$ cat src/rtl/io_request_controller.sv
// io_request_controller
// Sequences processor IN/OUT instructions against the board I/O. An IN stalls
// the core until the user sets the switches and presses and releases the
// debounced Set button, then returns the zero-extended switch value. An OUT
// writes one of two display registers in a single cycle without stalling.
module io_request_controller #(
  parameter int unsigned DEBOUNCE_CYCLES = 50000,
  parameter int unsigned CNT_W           = 16
) (
  input  logic        clk_i,
  input  logic        rst_ni,
  input  logic        op_in_i,
  input  logic        op_out_i,
  input  logic [31:0] endereco_i,
  input  logic [31:0] dados_saida_i,
  input  logic [12:0] switches_i,
  input  logic        set_i,
  output logic        halt_o,
  output logic [31:0] data_in_o,
  output logic [31:0] output0_o,
  output logic [31:0] output1_o,
  output logic        waiting_o,
  output logic        addr_err_o
);

  localparam logic [1:0] ST_IDLE         = 2'd0;
  localparam logic [1:0] ST_WAIT_PRESS   = 2'd1;
  localparam logic [1:0] ST_WAIT_RELEASE = 2'd2;
  localparam logic [1:0] ST_DONE         = 2'd3;

  localparam logic [CNT_W-1:0] CNT_LAST = CNT_W'(DEBOUNCE_CYCLES - 1);

  // Set button synchronizer and debouncer
  logic             set_meta_q;
  logic             set_s_q;
  logic             deb_q;
  logic             deb_prev_q;
  logic [CNT_W-1:0] cnt_q;
  logic             deb_rise;
  logic             deb_fall;

  // Control FSM and output registers
  logic [1:0]  state_q,    state_d;
  logic [31:0] data_in_q,  data_in_d;
  logic [31:0] output0_q,  output0_d;
  logic [31:0] output1_q,  output1_d;
  logic        waiting_q,  waiting_d;
  logic        addr_err_q, addr_err_d;

  // Two-flop synchronizer: Set is asynchronous to the clock.
  // NOTE: state is always updated with <= so every flop samples the values
  // from before the edge, regardless of statement order.
  always_ff @(posedge clk_i or negedge rst_ni) begin
    if (!rst_ni) begin
      set_meta_q <= 1'b0;
      set_s_q    <= 1'b0;
    end else begin
      set_meta_q <= set_i;
      set_s_q    <= set_meta_q;
    end
  end

  // Debounce: accept a new level only after it has been stable long enough.
  always_ff @(posedge clk_i or negedge rst_ni) begin
    if (!rst_ni) begin
      deb_q      <= 1'b0;
      deb_prev_q <= 1'b0;
      cnt_q      <= '0;
    end else begin
      deb_prev_q <= deb_q;
      if (set_s_q == deb_q) begin
        cnt_q <= '0;
      end else if (cnt_q == CNT_LAST) begin
        deb_q <= set_s_q;
        cnt_q <= '0;
      end else begin
        cnt_q <= cnt_q + 1'b1;
      end
    end
  end

  assign deb_rise = deb_q & ~deb_prev_q;
  assign deb_fall = ~deb_q & deb_prev_q;

  // Next-state logic for the FSM, the IN capture and the OUT writes.
  // NOTE: every signal assigned here gets a default first, so no path can
  // leave it unassigned and infer a latch.
  always_comb begin
    state_d    = state_q;
    data_in_d  = data_in_q;
    output0_d  = output0_q;
    output1_d  = output1_q;
    addr_err_d = 1'b0;
    case (state_q)
      ST_IDLE: begin
        if (op_in_i) begin
          // IN takes priority; a simultaneous OUT is dropped.
          state_d = ST_WAIT_PRESS;
        end else if (op_out_i) begin
          if (endereco_i == 32'd0) begin
            output0_d = dados_saida_i;
          end else if (endereco_i == 32'd1) begin
            output1_d = dados_saida_i;
          end else begin
            addr_err_d = 1'b1;
          end
        end
      end
      ST_WAIT_PRESS: begin
        // Only a fresh debounced rising edge is accepted; a button already
        // held when the IN started produces no edge here.
        if (deb_rise) begin
          data_in_d = {19'b0, switches_i};
          state_d   = ST_WAIT_RELEASE;
        end
      end
      ST_WAIT_RELEASE: begin
        if (deb_fall) begin
          state_d = ST_DONE;
        end
      end
      default: begin
        // DONE: single cycle with Halt low so the core consumes DataIn.
        state_d = ST_IDLE;
      end
    endcase
    waiting_d = (state_d == ST_WAIT_PRESS) || (state_d == ST_WAIT_RELEASE);
  end

  // State and output registers.
  always_ff @(posedge clk_i or negedge rst_ni) begin
    if (!rst_ni) begin
      state_q    <= ST_IDLE;
      data_in_q  <= '0;
      output0_q  <= '0;
      output1_q  <= '0;
      waiting_q  <= 1'b0;
      addr_err_q <= 1'b0;
    end else begin
      state_q    <= state_d;
      data_in_q  <= data_in_d;
      output0_q  <= output0_d;
      output1_q  <= output1_d;
      waiting_q  <= waiting_d;
      addr_err_q <= addr_err_d;
    end
  end

  // Stall is combinational so the core freezes in the cycle the IN decodes.
  assign halt_o = rst_ni & (((state_q == ST_IDLE) & op_in_i) |
                            (state_q == ST_WAIT_PRESS) |
                            (state_q == ST_WAIT_RELEASE));

  assign data_in_o  = data_in_q;
  assign output0_o  = output0_q;
  assign output1_o  = output1_q;
  assign waiting_o  = waiting_q;
  assign addr_err_o = addr_err_q;

endmodule

$ cat config.mk
export PLATFORM = sky130hd
export DESIGN_NAME = io_request_controller
export DESIGN_NICKNAME = d
export VERILOG_FILES = /design/src/rtl/io_request_controller.sv
export SDC_FILE = /design/constraint.sdc
export NUM_CORES = 1
export LEC_CHECK = 0
export CAP_MARGIN = 20
export CELL_PAD_IN_SITES_DETAIL_PLACEMENT = 1
export CELL_PAD_IN_SITES_GLOBAL_PLACEMENT = 1
export CORE_MARGIN = 5
export CORE_UTILIZATION = 34
export CTS_BUF_LIST = sky130_fd_sc_hd__clkbuf_8
export DETAILED_ROUTE_END_ITERATION = 8
export GPL_TIMING_DRIVEN = 0
export PLACE_DENSITY = 0.9
export SYNTH_ARGS = -nofsm -noshare
export SYNTH_HDL_FRONTEND = slang
export SYNTH_SLANG_ARGS = --single-unit
$ cat constraint.sdc
create_clock -name clk_i -period 2.1 [get_ports clk_i]
set_input_delay 0.315 -clock clk_i [delete_from_list [all_inputs] [get_ports clk_i]]
set_output_delay 0.315 -clock clk_i [all_outputs]
set_load 0.02 [all_outputs]
==> metrics.yaml <==
htreeDepth: 3
setup_violations: 21
rows: 40
r2r_cells: 6
layout-drive-gt1-share_pct: 27.22
grt_start_max_net_pins: 37
worstSetupEndpointType: "flop"
grt_pass1_vias: 3562
place_hpwl_um: 9216
max_freq_mhz: 470.7
maxSlewViolCount: 0
start_kind: "primary input"
outcome: "complete, but fails checks"
postRouteAntennaNets: 0
ir_drop_mv: 0.2576
syn_inst: 299
r2r_end: "output0_o[15]$_DFFE_PN0P_"
critical_path_class: "in -> reg"
port-buffer-count: 161
die-area_sq_um: 14710
area_delta_synth_final_pct: 56.24
period_needed_ns: 2.125
regArea_sq_um: 2527
violations: "setup timing"
pin_count: 181
multiInputGateArea_sq_um: 1538
cts_buffer_depth: 2
core-area_sq_um: 12060
grt_pass1_wl_um: 18910
stdcell_count: 675
skew_ns: 0.01243
mostFrequentLayoutCells: "155 x clkdlybuf4s50_1, 101 x dfrtp_1, 73 x mux2_2, 23 x buf_4"
grt_overflow: 0
die_w_um: 121.3
relSlewSlack_pct: 66.82
hp-class: "in -> async"
grtUsageTotal_pct: 16.78
postLayoutCellArea_sq_um: 6576
ys_seq_area_share_pct: 60.05
placed_cells: 647
routabilityCongestion: 0.7653
clock_sinks: 101
postPlaceCellArea_sq_um: 6123
pwr_density_cell_nw_per_um2: 522.2
synthArstFlopShare_pct: 100.0
fin_ws_ns: -0.02457
r2r_start: "state_q[0]$_DFF_PN0_"
synth_cell_types: 31
wl_per_cell_um: 19.00
numCtsBuffers: 9
ys_ff_latch: 101
tritoncts: "done"
clkTransAtPathRegs_ns: 0.10
syn-cell-area_sq_um: 4209
path_max_fanout: 7
dr.pass1.iters: 4
drc: 0
final_util_pct: 54.52
yosys_warnings: 0
required_ns: 2.37
nNetsFinal: 585
n_antenna_cell: 0
dp_slack_ns: -0.5817
synth-edff-count: 0
via_per_inst: 4.593
fill_cells: 1234
power_mw: 3.434
drv_cap: 0
route.vias.total: 3100
final_common_cell: "clkdlybuf4s50_1"
r2r_slack_ns: 0.10
hold_viol_final: 0
fin_crit_sh_pct: 101.2
antenna_found_initial: 0
finalSetupTns_ns: -0.2346
holdWs_ns: 0.02603
leakage_nw: 3.030
wl_um: 12830
root_buffer: "clkbuf_8"
syn_avg_cell_area_sq_um: 14.08
initial_core_util_pct: 34.90
clk_latency_ns: 0.38
drtIter0Drc: 132
tightest_slew_ns: 0.4965
synth_ff_type: "dfrtp_1"
worstPathArrival_ns: 2.39
die_h_um: 121.3
## routing by layer
layer  global-route usage, %  wire length, um
met4                   6.022              292
met2                   30.29             6664
met3                   5.268             1117
met1                   18.50             4751
met5                       0                0
## flip-flops by register name, summed over array words and instances (netlist names), 2 cells and up
register / count
data_in_o: 13
cnt_q: 16
state_q: 2
output0_o: 32
output1_o: 32
## cells by family (layout without fill, tap and decap cells)
group | after synthesis | after routing | share of synthesized area (%)
flip-flops | 101 | 101 | 60.05
multiplexers | 79 | 79 | 21.11
AND/OR/NAND/NOR | 62 | 62 | 8.591
buffers and inverters | 34 | 224 | 5.886
XOR/XNOR | 14 | 14 | 2.913
AO/OA/AOI/OAI | 7 | 7 | 1.070
adder cells (fa/ha/maj) | 1 | 1 | 0.2972
other | 1 | 19 | 0.08909
## area by class of cell
type                            count  share of cell area, %
Clock inverter                      6                 0.6088
Tap cell                          168                  3.196
Multi-Input combinational cell    182                  23.38
Timing Repair Buffer              175                  28.25
Clock buffer                       10                  2.093
Sequential cell                   101                  38.43
Buffer                             26                  3.634
Inverter                            7                 0.3995
## cells in the mapped netlist, drive strengths merged, types with 2 or more instances
cell    instances  area (sq um)
xnor2          11         96.34
buf            26         217.7
dfrtp         101          2527
nor4bb          2         20.02
nor3            6         35.03
nand3           6         30.03
nand2           4         15.01
nor2           19         71.32
mux2           78         878.3
inv             7         26.28
and3            2         12.51
nor4           12         105.1
xor2            3         26.28
nand4           6         37.54
nor2b           2         12.51
a21oi           3         15.01
## worst max path at each step
stage,endpoint,slack (ns),startpoint,depth (start not counted)
floorplan,output1_o[10]$_DFFE_PN0P_,0.22,state_q[0]$_DFF_PN0_,5
global placement,halt_o,-3.35,rst_ni,4
detailed placement,output1_o[6]$_DFFE_PN0P_,-0.58,endereco_i[25],6
CTS,output0_o[22]$_DFFE_PN0P_,0.02,endereco_i[25],8
global route,output0_o[2]$_DFFE_PN0P_,-0.1,endereco_i[17],8
finish,output0_o[15]$_DFFE_PN0P_,-0.02,endereco_i[17],8
## power by group
part | internal [mW] | switching (mW)
clock network | 0.462 | 0.700
registers | 1.95 | 0.00622
logic | 0.189 | 0.127
## critical path: stages
cell and delay, ns:
clkdlybuf4s50_1 0.40, nor4_1 0.32, nand4_1 0.18, buf_6 0.18, nor4_4 0.28, buf_6 0.22
clkbuf_16 0.16, mux2_2 0.34
## timing repair
item | in CTS | in global routing
cloned | 1 | 2
hold buffers | 4 | 0
pin swaps | 4 | 2
setup endpoints to repair | 70 | 70
gates resized for setup | 3 | 18
setup buffers | 5 | 1
endpoints found under the hold margin | 30 | 0
(Power assumes the default switching activity.)
